[src/rtl/alu_sequencer.sv]
// Three-state command sequencer that feeds an external ALU from a 4-entry register file
// and writes the result and flags back one cycle after capturing them.
module alu_sequencer #(
   parameter int unsigned NREGS = 4
) (
   input  logic       clk,
   input  logic       rst,
   input  logic       cmd_valid,
   output logic       cmd_ready,
   input  logic [3:0] cmd_op,
   input  logic [1:0] cmd_rd,
   input  logic [1:0] cmd_rs1,
   input  logic [1:0] cmd_rs2,
   input  logic       cmd_imm,
   input  logic [7:0] cmd_data,
   output logic [7:0] alu_a,
   output logic [7:0] alu_b,
   output logic [3:0] alu_op,
   input  logic [7:0] alu_result,
   input  logic       alu_zero,
   input  logic       alu_carry,
   input  logic       alu_ovf,
   output logic       done,
   output logic       err,
   output logic [2:0] flags,
   input  logic [1:0] rd_addr,
   output logic [7:0] rd_data
);

   typedef enum logic [1:0] {StIdle, StExec, StWb} state_e;

   state_e     state_q, state_d;
   logic [7:0] a_q, a_d;
   logic [7:0] b_q, b_d;
   logic [3:0] op_q, op_d;
   logic [1:0] rd_q, rd_d;
   logic [7:0] res_q, res_d;
   logic [2:0] cap_flags_q, cap_flags_d;
   logic [2:0] flags_q, flags_d;
   logic       done_q, done_d;
   logic       err_q, err_d;
   logic [7:0] regs_q [NREGS];
   logic [7:0] regs_d [NREGS];

   assign cmd_ready = (state_q == StIdle) && !rst;

   always_comb begin
      state_d     = state_q;
      a_d         = a_q;
      b_d         = b_q;
      op_d        = op_q;
      rd_d        = rd_q;
      res_d       = res_q;
      cap_flags_d = cap_flags_q;
      flags_d     = flags_q;
      done_d      = 1'b0;
      err_d       = 1'b0;
      regs_d      = regs_q;
      unique case (state_q)
         StIdle: begin
            if (cmd_valid && cmd_ready) begin
               a_d     = regs_q[cmd_rs1];
               b_d     = cmd_imm ? cmd_data : regs_q[cmd_rs2];
               op_d    = cmd_op;
               rd_d    = cmd_rd;
               state_d = StExec;
            end
         end
         StExec: begin
            res_d       = alu_result;
            cap_flags_d = {alu_zero, alu_carry, alu_ovf};
            done_d      = 1'b1;
            // Op codes 1100-1111 are undefined; flag them so WB suppresses the write.
            err_d       = (op_q[3:2] == 2'b11);
            state_d     = StWb;
         end
         StWb: begin
            if (!err_q) begin
               regs_d[rd_q] = res_q;
               flags_d      = cap_flags_q;
            end
            state_d = StIdle;
         end
         default: state_d = StIdle;
      endcase
   end

   always_ff @(posedge clk or posedge rst) begin
      if (rst) begin
         state_q     <= StIdle;
         a_q         <= '0;
         b_q         <= '0;
         op_q        <= '0;
         rd_q        <= '0;
         res_q       <= '0;
         cap_flags_q <= '0;
         flags_q     <= '0;
         done_q      <= 1'b0;
         err_q       <= 1'b0;
         regs_q      <= '{default: '0};
      end else begin
         state_q     <= state_d;
         a_q         <= a_d;
         b_q         <= b_d;
         op_q        <= op_d;
         rd_q        <= rd_d;
         res_q       <= res_d;
         cap_flags_q <= cap_flags_d;
         flags_q     <= flags_d;
         done_q      <= done_d;
         err_q       <= err_d;
         regs_q      <= regs_d;
      end
   end

   assign alu_a   = a_q;
   assign alu_b   = b_q;
   assign alu_op  = op_q;
   assign done    = done_q;
   assign err     = err_q;
   assign flags   = flags_q;
   assign rd_data = regs_q[rd_addr];

endmodule

[config.mk]
export PLATFORM = sky130hd
export DESIGN_NAME = alu_sequencer
export DESIGN_NICKNAME = d
export VERILOG_FILES = /design/src/rtl/alu_sequencer.sv
export SDC_FILE = /design/constraint.sdc
export NUM_CORES = 1
export LEC_CHECK = 0
export ABC_AREA = 0
export CORE_ASPECT_RATIO = 1.75
export CORE_MARGIN = 5
export CORE_UTILIZATION = 40
export CTS_BUF_LIST = sky130_fd_sc_hd__clkbuf_2
export DETAILED_ROUTE_END_ITERATION = 6
export SYNTH_ARGS = -nofsm -noshare
export SYNTH_HDL_FRONTEND = slang
export SYNTH_SLANG_ARGS = --single-unit
[constraint.sdc]
create_clock -name clk -period 2.73 [get_ports clk]
set_input_delay 0.273 -clock clk [delete_from_list [all_inputs] [get_ports clk]]
set_output_delay 0.273 -clock clk [all_outputs]
set_load 0.01 [all_outputs]
Word-level counts from Yosys, hierarchy flattened
Index checks and enable logic that the tools add are counted.
{"block": "op_classes", "n_lt_le_gt_ge": 5, "n_eq_ne": 4, "n_mux": 17, "bitwise_logic": 5, "reduce_logical": 7}
{"op": "8-bit two-way mux", "n": 8}
{"op": "8-bit binary-select mux with 2-bit select", "n": 3}
{"op": "32-bit bitwise mux", "n": 1}
{"op": "8-bit demux with 2-bit select", "n": 1}
{"op": "3-bit >= comparator, second input constant", "n": 4}
{"op": "2-bit NOT with 3-bit output", "n": 4}
{"op": "2-bit == test, second input constant", "n": 2}
{"op": "2-bit case mux with 2 select lines", "n": 1}
{"op": "2-bit AND reduction", "n": 2}
{"op": "1-bit logical AND", "n": 3}
{"op": "3-bit by 1-bit < comparator with 1-bit output, second input constant", "n": 1}
{"op": "2-bit by 1-bit == test with 1-bit output, second input constant", "n": 1}
{"op": "2-bit logical NOT", "n": 1}
{"op": "1-bit two-way mux", "n": 2}
{"op": "2-bit two-way mux", "n": 1}
{"op": "2-bit by 1-bit != test with 1-bit output, second input constant", "n": 1}
{"op": "1-bit logical NOT", "n": 1}
{"op": "1-bit NOT", "n": 1}
{"block": "word_totals", "reg_bits": 72, "in_bits": 35, "out_inout_bits": 34, "elab_cells": 52}

Longest topological paths before layout
Gate-level depths: netlist of the first run.
{"block": "depth", "word_depth": 6, "ltp_mapped": 5}

Worst setup path before layout of the first run
Ideal clock, no wire load.
{"block": "synth_path", "kind": "flip-flop to flip-flop", "start": "register state_q[0]", "end": "register a_q[3], in the netlist alu_a[3]", "arrival_ps": 1391, "required_time_ps": 2605, "slack_ps": 1214, "stages_incl_launch_ff": 5, "period_less_slack_ps": 1516, "cell_sequence": "dfrtp_1 -> buf_2 -> nor4b_4 -> buf_2 -> mux2_2"}
{"block": "synth_via", "elab_chain_len": 4}
{"item": "start, declared", "line_no": "32", "source": "state_e state_q, state_d;"}
{"item": "start signal, assigned", "line_no": "90", "source": "state_q <= StIdle;"}
{"item": "start signal, assigned", "line_no": "102", "source": "state_q <= state_d;"}
{"item": "2-bit logical NOT *", "line_no": "45, 59"}
{"item": "1-bit logical AND", "line_no": "45", "source": "assign cmd_ready = (state_q == StIdle) && !rst;"}
{"item": "1-bit logical AND", "line_no": "61", "source": "if (cmd_valid && cmd_ready) begin"}
{"item": "2-bit AND reduction (no source line) *"}
{"item": "end signal, assigned", "line_no": "91", "source": "a_q <= '0;"}
{"item": "end signal, assigned", "line_no": "103", "source": "a_q <= a_d;"}
{"item": "end, declared", "line_no": "33", "source": "logic [7:0] a_q, a_d;"}
Mark *: on every way between the ends. The rest lies on a longest branch, timed or not.
A chain may end at the register's enable or synchronous reset.

Worst setup path after layout of the first run
{"block": "layout_path", "start": "input port rd_addr[0]", "end": "output port rd_data[0]"}
{"block": "layout_via", "elab_chain_len": 4}
{"item": "start, declared", "line_no": "26", "source": "input logic [1:0] rd_addr,"}
{"item": "2-bit NOT with 3-bit output (not written as such)", "line_no": "122", "source": "assign rd_data = regs_q[rd_addr];"}
{"item": "8-bit binary-select mux with 2-bit select", "line_no": "122"}
{"item": "8-bit two-way mux (not written as such) (2 in series)", "line_no": "122"}
{"item": "end, declared", "line_no": "27", "source": "output logic [7:0] rd_data"}
No other way between the ends. The select of a mux whose other input is x is not followed.

==> results.py, run 1 <==
metrics = {
    "clocking": {
        "tritoncts": "yes",
        "cts-root-buf": "clkbuf_2",
        "cts_resized": 0,
        "cts_num_sinks": 72,
        "htreeDepth": 3,
        "numCtsBuffers": 9,
        "clockBufferDepth": 2,
        "clock_latency_ps": 500,
        "clkTransAtPathRegs_ps": 180,
        "cts_hold_buf": 0,
        "cts_setup_buffers": 0,
    },
    "sta": {
        "setup_viol": 0,
        "tightestPinTransition_ps": 554.5,
        "skew_ps": 17.23,
        "fin_crit_sh_pct": 82.87,
        "rsz0062_at_grt": "no",
        "tns_ps": 0,
        "setup_ws_ps": 467.5,
        "hold_viol_final": 0,
        "maxSlewHeadroom_pct": 62.99,
        "fin_crit_ps": 2262,
        "slew_violations": 0,
        "max_freq_mhz": 442.0,
    },
    "routing": {
        "wl_per_cell_um": 19.40,
        "routed_wl_um": 7295,
        "drt_iter0_drc": 120,
        "drc": 0,
        "drtAntennaViolNets": 0,
        "first_pass_iters": 4,
        "vias": 2038,
        "viasPerCell": 5.420,
    },
    "cells_and_area": {
        "fin_util_pct": 51.17,
        "nNetsFinal": 315,
        "areaGrowthSynthToFinish_pct": 25.82,
        "drive_gt1_share_pct": 38.87,
        "fillerInstances": 753,
    },
    "placed_design": {
        "portBuffers": 68,
        "hpwl_um": 5098,
        "gp_congestion": 0.7918,
        "pre_cts_ws_ps": 452.2,
    },
    "critical_path": {
        "crit_path_max_fanout": 8,
        "cp.required_ps": 2460,
        "critPathLaunchType": "input pin",
        "end_kind": "primary output",
        "worstPathArrival_ps": 1990,
        "crit_type": "in2out",
    },
    "grt": {
        "globalRouteOverflowTotal": 0,
        "grt_usage_pct": 15.62,
        "antenna_found_initial": 1,
        "grt_pass1_vias": 2167,
        "grt_pass1_wl_um": 11970,
        "grt_max_degree": 73,
    },
    "logic_synthesis": {
        "synthArstFlopShare_pct": 100.0,
        "synth.distinct_cells": 23,
        "yosysTopAreaCellShare_pct": 53.65,
        "synth_edf_count": 0,
        "synth.ff_latch_count": 72,
        "yosysTopAreaCell": "dfrtp_1",
        "syn_area_mm2": 0.003358,
        "yosys-top-cells-count": "dfrtp_1, mux2_2, mux4_2, nor2_1",
        "yosysSeqAreaShare_pct": 53.65,
        "yosysMostFrequentCell": "dfrtp_1",
        "synthTopCellsByArea": "dfrtp_1, mux2_2, mux4_2",
        "ys_warn_count": 0,
        "synth.net_count": 242,
        "synthCells": 207,
        "synth_flop_cell": "dfrtp_1",
        "syn_avg_cell_area_um2": 16.22,
    },
    "outcome": {
        "status": "completed",
    },
    "die": {
        "start_util_pct": 40.67,
        "die_area_mm2": 0.01040,
        "coreArea_mm2": 0.008258,
        "fp.dieW_um": 79.27,
        "die_h_um": 131.2,
        "io_pins": 69,
        "rows": 44,
    },
    "run": {
        "cap_violations": 0,
    },
    "power": {
        "power.leakage_nw": 1.768,
        "pwr-share-seq_pct": 49.6,
        "ir_drop_mv": 0.4836,
        "p_switching_mw": 1.098,
        "combPwrFrac_pct": 37.8,
        "swShare_pct": 30.16,
        "p_clk_share_pct": 12.6,
        "power.density_mw_per_mm2": 861.9,
        "p_int_mw": 2.543,
    },
    "min_path": {
        "hold_class": "in2async",
    },
}
==> layer usage <==
layer | wire length, um | up-vias | GRT usage (%)
li1 | - | 926 | -
met1 | 2957 | 1049 | 18.24
met2 | 3887 | 53 | 26.45
met3 | 332 | 10 | 4.041
met4 | 119 | 0 | 7.170
met5 | 0 | - | 0
==> final timing paths <==
kind | start | endpoint | slack, ps | cells after the start
min in group clk | alu_ovf | cap_flags_q[0] | 370 | 2
setup reg to reg | state_q[1] | regs_q[4] | 970 | 3
hold / removal | rst | alu_a[6] | 240 | 3
setup / recovery | rd_addr[0] | rd_data[0] | 470 | 4
hold reg to reg | cap_flags_q[2] | cap_flags_q[2] | 530 | 1
max in group asynchronous | rst | regs_q[28] | 2160 | 3
==> logic make-up (layout without fill, tap and decap cells) <==
kind of cell / count (synthesis) / in the layout / synth area share, %
buf+inv: 14 / 90 / 2.049
compound gates: 8 / 8 / 1.192
flops: 72 / 72 / 53.65
other cells: 0 / 1 / 0
simple gates: 21 / 21 / 4.508
mux: 92 / 92 / 38.60
==> worst max-delay path: stages <==
cell and delay (ps):
clkdlybuf4s50_1 450, buf_4 220, mux4_2 530, clkdlybuf4s50_1 500
==> stage by stage <==
| stage | cells | hold slack [ps] | power, mW | area (um^2) |
|---|---|---|---|---|
| after floorplan | 207 | 424.6 | 2.586 | 3358 |
| after global placement | 361 | 484.8 | 3.197 | 4154 |
| after detailed placement | 361 | 490.5 | 3.231 | 4154 |
| after CTS | 375 | 229.0 | 3.694 | 4223 |
| after global routing | 376 | 228.7 | 3.891 | 4225 |
| final | 376 | 244.6 | 3.642 | 4225 |
==> placed cells by master (no fill, tap or decap), types with 6 or more instances in the layout <==
| cell | count |
|---|---|
| dfrtp_1 | 72 |
| clkdlybuf4s50_1 | 68 |
| mux2_2 | 60 |
| mux4_2 | 24 |
| clkbuf_2 | 12 |
| nor2_1 | 9 |
| mux2i_1 | 8 |
| a21oi_1 | 8 |
| buf_4 | 6 |
==> flip-flops by register name, indices dropped and copies added (netlist names) <==
| register | cells |
|---|---|
| alu_a | 8 |
| alu_b | 8 |
| alu_op | 4 |
| cap_flags_q | 3 |
| done | 1 |
| err | 1 |
| flags | 3 |
| rd_q | 2 |
| regs_q | 32 |
| res_q | 8 |
| state_q | 2 |
==> power groups by stage <==
| stage | combinational, mW | clock, mW | sequential (mW) |
|---|---|---|---|
| floorplan | 0.804 | 0 | 1.78 |
| global placement | 1.37 | 0 | 1.82 |
| detailed placement | 1.40 | 0 | 1.83 |
| CTS | 1.40 | 0.488 | 1.80 |
| global route | 1.48 | 0.542 | 1.87 |
| finish | 1.38 | 0.459 | 1.81 |
==> area by class of cell <==
cell class                      count  area (um^2)  area share, %
Timing Repair Buffer               75        745.7          17.65
Tap cell                           92        115.1          2.724
Sequential cell                    72         1802          42.64
Clock buffer                       12        60.06          1.421
Inverter                            1        3.754        0.08884
Antenna cell                        1        2.502        0.05922
Clock inverter                      2        8.758         0.2073
Multi-Input combinational cell    121         1488          35.21
Note: power is estimated with default switching activity, not from simulation.
==> run 2, diff against run 1 <==
==> constraint.sdc (replaced) <==
create_clock -name clk -period 2.1 [get_ports clk]
set_input_delay 0.21 -clock clk [delete_from_list [all_inputs] [get_ports clk]]
set_output_delay 0.21 -clock clk [all_outputs]
set_load 0.01 [all_outputs]
==> results.py, run 2 (same netlist as run 1, synthesis figures left out) <==
metrics = {
    "sta": {
        "fin_crit_ps": 1947,
        "fin_crit_sh_pct": 92.73,
        "rsz0062_at_grt": "no",
        "slew_violations": 0,
        "hold_viol_final": 0,
        "maxSlewHeadroom_pct": 67.06,
        "max_freq_mhz": 513.5,
        "tightestPinTransition_ps": 492.5,
        "setup_viol": 0,
        "skew_ps": 25.13,
    },
    "die": {
        "fp.dieW_um": 79.27,
        "die_h_um": 131.2,
        "start_util_pct": 40.67,
        "coreArea_mm2": 0.008258,
        "io_pins": 69,
        "rows": 44,
        "die_area_mm2": 0.01040,
    },
    "cells_and_area": {
        "fillerInstances": 719,
        "seq_area_mm2": 0.001804,
        "areaGrowthSynthToFinish_pct": 32.86,
        "multiInputGateArea_mm2": 0.001488,
        "mostFrequentLayoutCells": "dfrtp_1, mux2_2, clkdlybuf4s50_1, mux4_2, buf_4",
        "regMostFlops": "regs_q",
        "final_area_mm2": 0.004462,
        "nNetsFinal": 335,
        "largest_reg_flops": 32,
        "drive_gt1_share_pct": 43.61,
        "final_common_cell": "dfrtp_1",
        "diodes": 0,
    },
    "run": {
        "cap_violations": 0,
    },
    "power": {
        "ir_drop_mv": 0.8494,
        "power.total_mw": 5.041,
        "power.leakage_nw": 1.921,
        "power.density_mw_per_mm2": 1130,
    },
    "routing": {
        "drtAntennaViolNets": 0,
        "first_pass_iters": 3,
        "viasPerCell": 5.436,
        "routed_wl_um": 7700,
        "wl_per_cell_um": 19.40,
        "drc": 0,
        "vias": 2158,
        "drt_iter0_drc": 76,
    },
    "clocking": {
        "cts_num_sinks": 72,
        "htreeDepth": 3,
        "clkTransAtPathRegs_ps": 180,
        "clock_latency_ps": 500,
        "clockBufferDepth": 2,
        "numCtsBuffers": 9,
        "tritoncts": "yes",
        "cts-root-buf": "clkbuf_2",
    },
    "grt": {
        "grt_usage_pct": 15.95,
        "grt_pass1_wl_um": 12360,
        "antenna_found_initial": 0,
        "globalRouteOverflowTotal": 0,
        "grt_max_degree": 73,
        "grt_pass1_vias": 2364,
    },
    "critical_path": {
        "cp.required_ps": 1890,
        "end_kind": "primary output",
        "critPathLaunchType": "register",
        "worstPathArrival_ps": 1740,
        "crit_type": "reg2out",
        "crit_path_max_fanout": 7,
    },
    "placed_design": {
        "portBuffers": 68,
        "dpl-instance-area_mm2": 0.004254,
        "gp_congestion": 0.7488,
        "hpwl_um": 5230,
    },
    "outcome": {
        "status": "completed",
    },
    "min_path": {
        "hold_class": "in2async",
    },
}
[run 2: final cells by class]
class                   instances  area share (%)
repair buffers                 95           21.26
clock inverters                 5           1.066
clock buffers                  11           1.234
flip-flops and latches         72           40.44
multi-input cells             121           33.34
well taps                      92           2.580
inverters                       1         0.08413
[run 2: path summary, 6_finish.rpt]
kind                                      from         to  slack [ps]  depth (start not counted)
min in group clk                     cmd_op[3]  alu_op[3]         300                          2
worst min register to register  cap_flags_q[2]   flags[2]         530                          1
worst max register to register      state_q[0]   alu_a[3]         470                          4
max in group asynchronous                  rst   flags[2]        1570                          3
worst max-delay path                state_q[1]  cmd_ready         150                          2
worst min-delay path                       rst   alu_b[7]         170                          3
[run 2: what timing repair did]
| action | in CTS | in global routing |
|---|---|---|
| buffers inserted | 13 | 2 |
| resized for setup | 9 | 1 |
| hold buffers | 0 | 0 |
| endpoints found under the setup margin | 9 | 1 |
| pin swaps | 0 | 0 |
[run 2: through the flow]
stage	cells	utilization (%)	hold WS [ps]	setup TNS, ps	worst slack, ps
after global placement	366	51.52	484.0	-0.8067	-0.8067
after floorplan	207	-	361.6	0	65.08
final	397	54.03	172.9	0	152.6
after CTS	395	53.83	168.2	0	47.95
after detailed placement	366	51.52	495.3	0	6.892
after global routing	397	54.03	182.4	0	6.471
[run 2: report_power, final]
group          switching, mW  internal, mW
clock network          0.459         0.274
registers              0.408          1.91
logic                  0.638          1.35
[run 2: worst max-delay path, cell delays in order, from the launching register on]
cell and delay (ps):
dfrtp_2 500, nor3_1 180, clkdlybuf4s50_1 560
[run 2: layer usage]
layer | vias up | part of all wire, % | global-route usage (%)
met5 | - | 0 | 0
met4 | 0 | 2.0 | 7.744
met3 | 11 | 3.1 | 2.329
met2 | 48 | 56 | 28.71
met1 | 1124 | 39 | 18.00
li1 | 975 | - | -
==> run 3, diff against run 2 <==
--- a/config.mk
+++ b/config.mk
@@ -6,11 +6,14 @@
 export NUM_CORES = 1
 export LEC_CHECK = 0
 export ABC_AREA = 0
+export CELL_PAD_IN_SITES_DETAIL_PLACEMENT = 1
+export CELL_PAD_IN_SITES_GLOBAL_PLACEMENT = 1
 export CORE_ASPECT_RATIO = 1.75
 export CORE_MARGIN = 5
 export CORE_UTILIZATION = 40
 export CTS_BUF_LIST = sky130_fd_sc_hd__clkbuf_2
 export DETAILED_ROUTE_END_ITERATION = 6
+export PLACE_DENSITY_LB_ADDON = 0.1
 export SYNTH_ARGS = -nofsm -noshare
 export SYNTH_HDL_FRONTEND = slang
 export SYNTH_SLANG_ARGS = --single-unit
==> results.py, run 3 (same netlist as run 1, synthesis figures left out) <==
metrics = {
    "placed_design": {
        "portBuffers": 68,
        "hpwl_um": 5808,
        "gp_congestion": 0.7619,
        "pre_cts_ws_ps": 2.756,
        "placed_cells": 370,
    },
    "critical_path": {
        "r2r_end": "rd_q[1]",
        "cp.required_ps": 1890,
        "end_kind": "primary output",
        "worstPathArrival_ps": 1760,
        "timing.rr.start": "state_q[0]",
        "critPathLaunchType": "register",
        "r2r_cells": 4,
        "cpPeakStageDelay_ps": 560,
        "cpMaxStageDelayCell": "clkdlybuf4s50_1",
        "r2r_setup_slack_ps": 370,
        "crit_path_max_fanout": 7,
        "crit_start": "state_q[0]",
        "crit_buf_inv": 1,
        "worstPathCellList": "nor3_1 > clkdlybuf4s50_1",
        "crit_type": "reg2out",
        "path_delay_family": "buffers and inverters",
    },
    "clocking": {
        "cts_hold_buf": 0,
        "clockBufferDepth": 2,
        "clock_latency_ps": 510,
        "tritoncts": "yes",
        "htreeDepth": 3,
        "cts_num_sinks": 72,
        "cts-root-buf": "clkbuf_2",
        "clkTransAtPathRegs_ps": 200,
        "numCtsBuffers": 9,
    },
    "power": {
        "power.density_mw_per_mm2": 1183,
        "ir_drop_mv": 0.7185,
        "p_clk_share_pct": 18.0,
        "power.leakage_nw": 2.029,
        "p_int_mw": 3.896,
        "swShare_pct": 28.95,
        "p_switching_mw": 1.588,
        "pwr-share-seq_pct": 41.5,
        "combPwrFrac_pct": 40.5,
    },
    "routing": {
        "wl_per_cell_um": 20.11,
        "wl_met3_um": 419,
        "drtAntennaViolNets": 0,
        "first_pass_iters": 4,
        "drt_iter0_drc": 91,
        "routed_wl_um": 8306,
        "viasPerCell": 5.375,
        "vias": 2220,
        "dr_wl_met2_um": 4629,
        "wl_met1_um": 3155,
        "drc": 0,
        "dr.max_layer_used": "met4",
    },
    "sta": {
        "max_freq_mhz": 508.6,
        "fin_crit_sh_pct": 93.63,
        "skew_ps": 28.52,
        "fin_crit_ps": 1966,
        "hold_viol_final": 0,
        "maxSlewHeadroom_pct": 64.01,
        "slew_violations": 0,
        "hold_ws_ps": 169.2,
        "tightestPinTransition_ps": 539.0,
        "setup_viol": 0,
        "setup_ws_ps": 133.7,
    },
    "die": {
        "die_h_um": 131.2,
        "start_util_pct": 40.67,
        "io_pins": 69,
        "fp.dieW_um": 79.27,
        "coreArea_mm2": 0.008258,
        "die_area_mm2": 0.01040,
        "rows": 44,
    },
    "cells_and_area": {
        "final_common_cell": "dfrtp_1",
        "regMostFlops": "regs_q",
        "drive_gt1_share_pct": 47.04,
        "areaGrowthSynthToFinish_pct": 38.00,
        "fin_util_pct": 56.12,
        "fin_cells": 413,
        "mostFrequentLayoutCells": "dfrtp_1, mux2_2, clkdlybuf4s50_1, buf_4, mux4_2",
        "diodes": 0,
        "nNetsFinal": 351,
        "largest_reg_flops": 32,
    },
    "grt": {
        "globalRouteOverflowTotal": 0,
        "grt_pass1_vias": 2542,
        "grt_pass1_wl_um": 13480,
        "antenna_found_initial": 0,
        "grt_usage_pct": 17.22,
        "grt_max_degree": 28,
    },
    "min_path": {
        "hold_class": "in2async",
    },
    "outcome": {
        "status": "completed",
    },
    "run": {
        "cap_violations": 0,
    },
}
## run 3: changes by cell type in the layout (fill, tap and decap cells not counted), sizes merged
cell	before	now
clkbuf	11	9
buf	27	43
bufinv	1	3
## run 3: through the flow
stage               power, mW  cell area, um^2  setup TNS, ps
floorplan               3.362             3358              0
global placement        4.193             4284              0
detailed placement      4.275             4284              0
global route            5.838             4634         -7.639
finish                  5.484             4634              0
CTS                     5.564             4611              0
## run 3: what timing repair did
action / in CTS / in global routing
endpoints found under the setup margin: 9 / 1
resized for setup: 9 / 1
buffers inserted: 24 / 3
pin swaps: 0 / 0
## run 3: power by group through the flow
| stage | combinational (mW) | clock, mW | sequential [mW] |
|---|---|---|---|
| 3_5_place_dp | 1.86 | 0 | 2.42 |
| 2_1_floorplan | 1.05 | 0 | 2.32 |
| 5_1_grt | 2.39 | 1.09 | 2.36 |
| 6_report | 2.22 | 0.987 | 2.27 |
| 4_1_cts | 2.25 | 1.03 | 2.28 |
| 3_3_place_gp | 1.82 | 0 | 2.37 |
## run 3: how the worst max path moves through the flow
stage / endpoint / slack [ps] / cells past startpoint
2_1_floorplan: alu_a[0] / 70 / 1
3_3_place_gp: rd_data[0] / 20 / 4
3_5_place_dp: rd_data[7] / 3 / 4
4_1_cts: cmd_ready / 20 / 2
5_1_grt: cmd_ready / -8 / 2
6_report: cmd_ready / 130 / 2
## run 3: area by class of cell
cell class                      count  area, um^2
Multi-Input combinational cell    121        1488
Fill cell                         822        3623
Tap cell                           92       115.1
Timing Repair Buffer              111        1069
Clock inverter                      7       110.1
Inverter                            1       3.754
Clock buffer                        9       45.04
Sequential cell                    72        1804
## run 3: layer usage
layer	up-vias	GRT usage [%]
met5	-	0
li1	996	-
met1	1155	20.04
met2	62	30.11
met4	0	6.023
met3	7	4.521
